==> src/rtl/libv_pkg.sv <==
// Shared types for the libv carry-save blocks.
//   csa_op_t        : selects the per-beat reduction structure in libv_csa
//   csa_acc_state_t : control states of libv_csa_acc
package libv_pkg;

  // Per-beat reduction structure.
  typedef enum logic [1:0] {
    CSA_3_2 = 2'd0,  // chain of 3:2 compressors
    CSA_7_2 = 2'd1,  // 7:2 compressor trees, five new operands per step
    CSA_ADD = 2'd2   // plain inferred adder, carry word is zero
  } csa_op_t;

  // Accumulator control states.
  typedef enum logic [1:0] {
    ST_ACC     = 2'd0,
    ST_RESOLVE = 2'd1,
    ST_OUT     = 2'd2
  } csa_acc_state_t;

  // New operands folded in by each 7:2 step (the other two inputs carry the running pair).
  localparam int unsigned CSA72_NEW = 5;

endpackage

==> src/rtl/libv_csa.sv <==
// Combinational reduction of N W-bit operands to a save/carry pair such that
// s_o + c_o == sum(x_i) modulo 2^W.
//   x_i : N operands
//   s_o : save word
//   c_o : carry word (already shifted into its weight)
module libv_csa
  import libv_pkg::*;
#(
  parameter int unsigned W  = 32,
  parameter int unsigned N  = 8,
  parameter csa_op_t     OP = CSA_3_2
) (
  input  logic [N-1:0][W-1:0] x_i,
  output logic [W-1:0]        s_o,
  output logic [W-1:0]        c_o
);

  // One 3:2 compressor row; carries out of bit W-1 are dropped.
  function automatic logic [2*W-1:0] csa3(input logic [W-1:0] a,
                                          input logic [W-1:0] b,
                                          input logic [W-1:0] c);
    logic [W-1:0] s;
    logic [W-1:0] cy;
    s  = a ^ b ^ c;
    cy = ((a & b) | (a & c) | (b & c)) << 1;
    return {s, cy};
  endfunction

  // Four-level 7:2 tree: 7 -> 5 -> 4 -> 3 -> 2.
  function automatic logic [2*W-1:0] csa72(input logic [6:0][W-1:0] a);
    logic [W-1:0] s1, c1, s2, c2, s3, c3, s4, c4, s5, c5;
    {s1, c1} = csa3(a[0], a[1], a[2]);
    {s2, c2} = csa3(a[3], a[4], a[5]);
    {s3, c3} = csa3(s1, c1, s2);
    {s4, c4} = csa3(c2, a[6], s3);
    {s5, c5} = csa3(c3, s4, c4);
    return {s5, c5};
  endfunction

  if (OP == CSA_3_2) begin : g_c32
    // Fold each remaining operand into the running pair.
    always_comb begin
      logic [W-1:0] s;
      logic [W-1:0] c;
      s = x_i[0];
      c = x_i[1];
      for (int unsigned i = 2; i < N; i++) begin
        {s, c} = csa3(s, c, x_i[i]);
      end
      s_o = s;
      c_o = c;
    end
  end else if (OP == CSA_7_2) begin : g_c72
    localparam int unsigned STEPS = (N - 2 + CSA72_NEW - 1) / CSA72_NEW;
    localparam int unsigned NP    = 2 + CSA72_NEW * STEPS;

    // Operands padded with zeros to a whole number of 7:2 steps.
    always_comb begin
      logic [NP-1:0][W-1:0] xp;
      logic [6:0][W-1:0]    g;
      logic [W-1:0]         s;
      logic [W-1:0]         c;
      xp = '0;
      g  = '0;
      for (int unsigned i = 0; i < N; i++) begin
        xp[i] = x_i[i];
      end
      s = xp[0];
      c = xp[1];
      for (int unsigned k = 0; k < STEPS; k++) begin
        g[0] = s;
        g[1] = c;
        for (int unsigned j = 0; j < CSA72_NEW; j++) begin
          g[2+j] = xp[2 + CSA72_NEW * k + j];
        end
        {s, c} = csa72(g);
      end
      s_o = s;
      c_o = c;
    end
  end else begin : g_add
    // Plain carry-propagate sum; carry word unused.
    always_comb begin
      logic [W-1:0] s;
      s = '0;
      for (int unsigned i = 0; i < N; i++) begin
        s = s + x_i[i];
      end
      s_o = s;
      c_o = '0;
    end
  end

endmodule

==> src/rtl/libv_csa_acc.sv <==
// Packet accumulator: sums every operand of every beat of a packet in
// carry-save form and resolves the total with one carry-propagate add.
//   clk, arst_n       : clock, asynchronous active-low reset
//   in_vld/in_rdy     : input beat handshake, in_last marks the final beat
//   in_x              : N operands per beat
//   out_vld/out_rdy   : result handshake
//   out_sum           : packet sum modulo 2^W
//   out_beats         : accepted beats in the packet, saturating
module libv_csa_acc
  import libv_pkg::*;
#(
  parameter int unsigned W       = 32,
  parameter int unsigned N       = 8,
  parameter csa_op_t     OP      = CSA_3_2,
  parameter int unsigned BEATS_W = 8
) (
  input  logic                  clk,
  input  logic                  arst_n,
  input  logic                  in_vld,
  input  logic                  in_last,
  input  logic [N-1:0][W-1:0]   in_x,
  output logic                  in_rdy,
  output logic                  out_vld,
  input  logic                  out_rdy,
  output logic [W-1:0]          out_sum,
  output logic [BEATS_W-1:0]    out_beats
);

  localparam logic [BEATS_W-1:0] BEATS_ONE = BEATS_W'(1);
  localparam logic [BEATS_W-1:0] BEATS_MAX = '1;

  // Same 3:2 row as in libv_csa; two of them form the 4:2 compressor below.
  function automatic logic [2*W-1:0] csa3(input logic [W-1:0] a,
                                          input logic [W-1:0] b,
                                          input logic [W-1:0] c);
    logic [W-1:0] s;
    logic [W-1:0] cy;
    s  = a ^ b ^ c;
    cy = ((a & b) | (a & c) | (b & c)) << 1;
    return {s, cy};
  endfunction

  csa_acc_state_t     state_q;

  logic [W-1:0]       tree_s;
  logic [W-1:0]       tree_c;

  logic [W-1:0]       r_s_q;
  logic [W-1:0]       r_c_q;
  logic               r_vld_q;
  logic               r_last_q;

  logic [W-1:0]       acc_s_q, acc_s_d;
  logic [W-1:0]       acc_c_q, acc_c_d;
  logic [BEATS_W-1:0] beats_q, beats_d;
  logic               first_q;

  logic               out_vld_q;
  logic [W-1:0]       out_sum_q;
  logic [BEATS_W-1:0] out_beats_q;

  logic               beat_take;
  logic               absorb;

  // Per-beat reduction tree.
  libv_csa #(
    .W  (W),
    .N  (N),
    .OP (OP)
  ) u_csa (
    .x_i (in_x),
    .s_o (tree_s),
    .c_o (tree_c)
  );

  // Stage R may hold one beat of the next packet while the result waits.
  assign in_rdy    = !r_vld_q || (state_q == ST_ACC);
  assign beat_take = in_vld && in_rdy;
  assign absorb    = (state_q == ST_ACC) && r_vld_q;

  // 4:2 compression of the accumulator with the registered beat; the first
  // beat of a packet compresses against zero instead of stale contents.
  always_comb begin
    logic [W-1:0] base_s;
    logic [W-1:0] base_c;
    logic [W-1:0] s1;
    logic [W-1:0] c1;
    base_s = first_q ? '0 : acc_s_q;
    base_c = first_q ? '0 : acc_c_q;
    {s1, c1}           = csa3(base_s, base_c, r_s_q);
    {acc_s_d, acc_c_d} = csa3(s1, c1, r_c_q);
    if (first_q) begin
      beats_d = BEATS_ONE;
    end else if (beats_q == BEATS_MAX) begin
      beats_d = beats_q;
    end else begin
      beats_d = beats_q + BEATS_ONE;
    end
  end

  // Stage R, stage A and control.
  always_ff @(posedge clk or negedge arst_n) begin
    if (!arst_n) begin
      state_q     <= ST_ACC;
      r_s_q       <= '0;
      r_c_q       <= '0;
      r_vld_q     <= 1'b0;
      r_last_q    <= 1'b0;
      acc_s_q     <= '0;
      acc_c_q     <= '0;
      beats_q     <= '0;
      first_q     <= 1'b1;
      out_vld_q   <= 1'b0;
      out_sum_q   <= '0;
      out_beats_q <= '0;
    end else begin
      if (beat_take) begin
        r_s_q    <= tree_s;
        r_c_q    <= tree_c;
        r_last_q <= in_last;
      end
      if (beat_take) begin
        r_vld_q <= 1'b1;
      end else if (absorb) begin
        r_vld_q <= 1'b0;
      end

      case (state_q)
        ST_ACC: begin
          if (r_vld_q) begin
            acc_s_q <= acc_s_d;
            acc_c_q <= acc_c_d;
            beats_q <= beats_d;
            // The beat after a last beat opens a new packet.
            first_q <= r_last_q;
            if (r_last_q) begin
              state_q <= ST_RESOLVE;
            end
          end
        end
        ST_RESOLVE: begin
          out_sum_q   <= acc_s_q + acc_c_q;
          out_beats_q <= beats_q;
          out_vld_q   <= 1'b1;
          state_q     <= ST_OUT;
        end
        ST_OUT: begin
          if (out_rdy) begin
            out_vld_q <= 1'b0;
            state_q   <= ST_ACC;
          end
        end
        default: begin
          out_vld_q <= 1'b0;
          state_q   <= ST_ACC;
        end
      endcase
    end
  end

  assign out_vld   = out_vld_q;
  assign out_sum   = out_sum_q;
  assign out_beats = out_beats_q;

endmodule

==> config.mk <==
export PLATFORM = sky130hd
export DESIGN_NAME = libv_csa_acc
export DESIGN_NICKNAME = d
export VERILOG_FILES = /design/src/rtl/libv_pkg.sv /design/src/rtl/libv_csa.sv /design/src/rtl/libv_csa_acc.sv
export SDC_FILE = /design/constraint.sdc
export NUM_CORES = 1
export LEC_CHECK = 0
export CORE_UTILIZATION = 34
export CTS_BUF_LIST = sky130_fd_sc_hd__clkbuf_4
export DETAILED_ROUTE_END_ITERATION = 8
export SLEW_MARGIN = 20
export SYNTH_ARGS = -nofsm -noshare
export SYNTH_HDL_FRONTEND = slang
export SYNTH_SLANG_ARGS = --single-unit
==> constraint.sdc <==
create_clock -name clk -period 7.68 [get_ports clk]
set_clock_uncertainty 0.05 [all_clocks]
set_input_delay 0.768 -clock clk [delete_from_list [all_inputs] [get_ports clk]]
set_output_delay 0.768 -clock clk [all_outputs]
set_load 0.01 [all_outputs]
==> run_results.csv <==
group,metric,value,unit
run_status,run_status,"finished clean",
detailed_routing,vias,9178,
logic_synthesis,ys_seq_area_frac,0.320,
global_route,grt_usage,0.148,
place,place.detailed.hpwl,23800,µm
critical_path,worstPathMaxFanout,1,
pwr,p_per_area,387,nW/µm²
global_route,antenna_found_initial,1,
floorplanning,rows,73,
place,place_area,17600,µm²
floorplanning,core-area,40200,µm²
pwr,ir_worst_vdd,0.155,mV
timing,max_slew_margin,0.361,
cts,htreeDepth,4,
detailed_routing,wl_met3,2210,µm
floorplanning,start_util,0.348,
detailed_routing,route.detailed.drc,0,
logic_synthesis,synth_top_cell_area_share,0.345,
timing,max_clock_freq,244,MHz
cts,cts.sinks,179,
global_route,grt_pass1_wl,49700,µm
place,port_buffers,302,
layout,syn_to_final_growth,27.5,%
detailed_routing,drtAntennaViolNets,0,
place,dpl_worst_slack,2970,ps
cts,tritoncts,"done",
timing,hold_viol,0,
timing,tns,0,ps
cts,cts_resized,0,
timing,drv_slew,0,
floorplanning,die_w,205,µm
critical_path,critPathCaptureType,"flop",
layout,nets,1955,
cts,clockBufferDepth,2,
cts,cts.hold.buffers_added,0,
critical_path,worstSetupPathType,"in -> reg",
hold_path,hold_path.class,"in -> async",
layout,final_cell_area,17800,µm²
critical_path,cp-start-kind,"input port",
logic_synthesis,syn-instance-count,1124,
detailed_routing,first_pass_iters,4,
floorplanning,die_y,205,µm
timing,min_period,4090,ps
cts,cts_setup_buffers,0,
timing,period_share,0.533,
detailed_routing,via_per_inst,4.70,
pwr,p_total,6.90,mW
logic_synthesis,synth-edff-count,0,
global_route,grt_max_degree,106,
detailed_routing,avgRoutedWirePerCell,15.0,µm
cts,cts_buffers,17,
timing,grt_setup_unrepaired,"no",
global_route,overflow,0,
logic_synthesis,synth_area,14000,µm²
detailed_routing,wl_met2,14700,µm
logic_synthesis,synth_area_leaders,"fa_1 35%, dfrtp_1 32%, mux2_2 9.7%",
logic_synthesis,ys_top_cells_by_count,"241 x fa_1, 178 x dfrtp_1, 121 x mux2_2, 115 x inv_1, 79 x nand2_1",
logic_synthesis,synth_nets,1663,
place,place_inst,1922,
pwr,p_leak,7.55,nW
logic_synthesis,yosysMostFrequentCell,"fa_1",
logic_synthesis,async_flop_share,1.00,
detailed_routing,wl,29300,µm
cts,worst_skew_pair.late_latency,580,ps
floorplanning,dieArea,41900,µm²
detailed_routing,drt_iter0_drc,315,
timing,setup_viol,0,
logic_synthesis,ys_ff_latch,179,
layout,finalNonFillerCells,1954,
logic_synthesis,synth_ff_type,"dfrtp_1",
layout,layout-drive-gt1-share,0.118,
logic_synthesis,ys_types,55,
cts,cts_root_buffer,"clkbuf_4",
global_route,grt_pass1_vias,10256,
floorplanning,io_pins,303,
critical_path,crit_required,8100,ps
critical_path,r2r_slack,4760,ps
flow_run,drv_cap,0,
detailed_routing,met1Wirelength,12100,µm
logic_synthesis,syn_area_per_cell,12.4,µm²
cts,clk_pin_slew,140,ps
critical_path,cp.arrival,4520,ps
layout,nFillCells,3798,
logic_synthesis,yosys_warnings,0,
timing,tightest_slew,959,ps
timing,fin_ws,3590,ps
logic_synthesis,synth_area_leader_cell,"fa_1",
place,gp_congestion,0.785,
detailed_routing,routed.top_layer,"met4",
==> cell usage in the layout (no fill, tap or decap), types with 20 or more instances in the layout <==
cell	instances
xnor2_1	20
clkdlybuf4s50_1	301
a21oi_1	42
nor2_1	27
inv_1	115
clkbuf_4	20
nand2_1	78
dfrtp_1	178
nand2b_1	62
o21ai_0	43
fa_1	241
ha_1	37
mux2_2	121
==> sequential cells by signal (all words and copies together), names as in the netlist <==
name	count
state_q	2
r_vld_q	1
r_last_q	1
acc_s_q	32
first_q	1
out_vld	1
r_s_q	32
out_beats	8
r_c_q	31
beats_q	8
acc_c_q	30
out_sum	32
==> final timing paths <==
check / startpoint / end / cells after the start
setup reg to reg: acc_c_q[2]$_DFFE_PN0P_ / out_sum[24]$_DFFE_PN0P_ / 11
hold reg to reg: out_beats[5]$_DFFE_PN0P_ / out_beats[5]$_DFFE_PN0P_ / 2
max in group asynchronous: arst_n / out_vld$_DFFE_PN0P_ / 2
setup / recovery: in_x[1] / r_s_q[1]$_DFFE_PN0P_ / 12
hold / removal: arst_n / r_s_q[1]$_DFFE_PN0P_ / 1
min in group clk: out_beats[5]$_DFFE_PN0P_ / out_beats[5]$_DFFE_PN0P_ / 2
==> critical path, stage by stage <==
cell	delay (ps)
clkdlybuf4s50_1	460
inv_1	50
fa_1	490
fa_1	490
inv_1	50
fa_1	470
inv_1	50
fa_1	480
inv_1	50
fa_1	490
fa_1	400
mux2_2	260
==> per-layer routing <==
layer,vias up,track usage
met3,19,0.0422
met2,234,0.255
met1,4672,0.185
met5,-,0
met4,0,0.0301
li1,4253,-
==> report_power, final <==
group | switching [mW] | internal (mW) | leakage, nW | total, mW
combinational | 2.28 | 2.34 | 5.27 | 4.61
clock | 0.347 | 0.139 | 0.124 | 0.485
sequential | 0.361 | 1.44 | 2.16 | 1.80
total | 2.98 | 3.91 | 7.55 | 6.90
==> metrics by stage <==
stage	utilization	hold slack [ps]
floorplan	-	399
global placement	0.438	404
detailed placement	0.438	417
CTS	0.443	201
global route	0.443	229
finish	0.443	176
==> layout make-up <==
class	instances	area [µm²]	area share
well taps	525	657	0.0369
diodes	1	2.50	0.000140
clock buffers	20	150	0.00842
inverters	115	432	0.0242
repair buffers	307	3060	0.172
multi-input cells	796	8960	0.503
flip-flops and latches	179	4480	0.251
clock inverters	11	80.1	0.00449
==> cell families after synthesis <==
kind of cell | count (synthesis) | synth area share
buffers and inverters | 149 | 0.0403
AO/OA/AOI/OAI | 134 | 0.0602
adder cells (fa/ha/maj) | 278 | 0.378
XOR/XNOR | 32 | 0.0200
multiplexers | 123 | 0.0989
flip-flops | 179 | 0.320
AND/OR/NAND/NOR | 229 | 0.0820
Power figures use the tool's default switching activity.
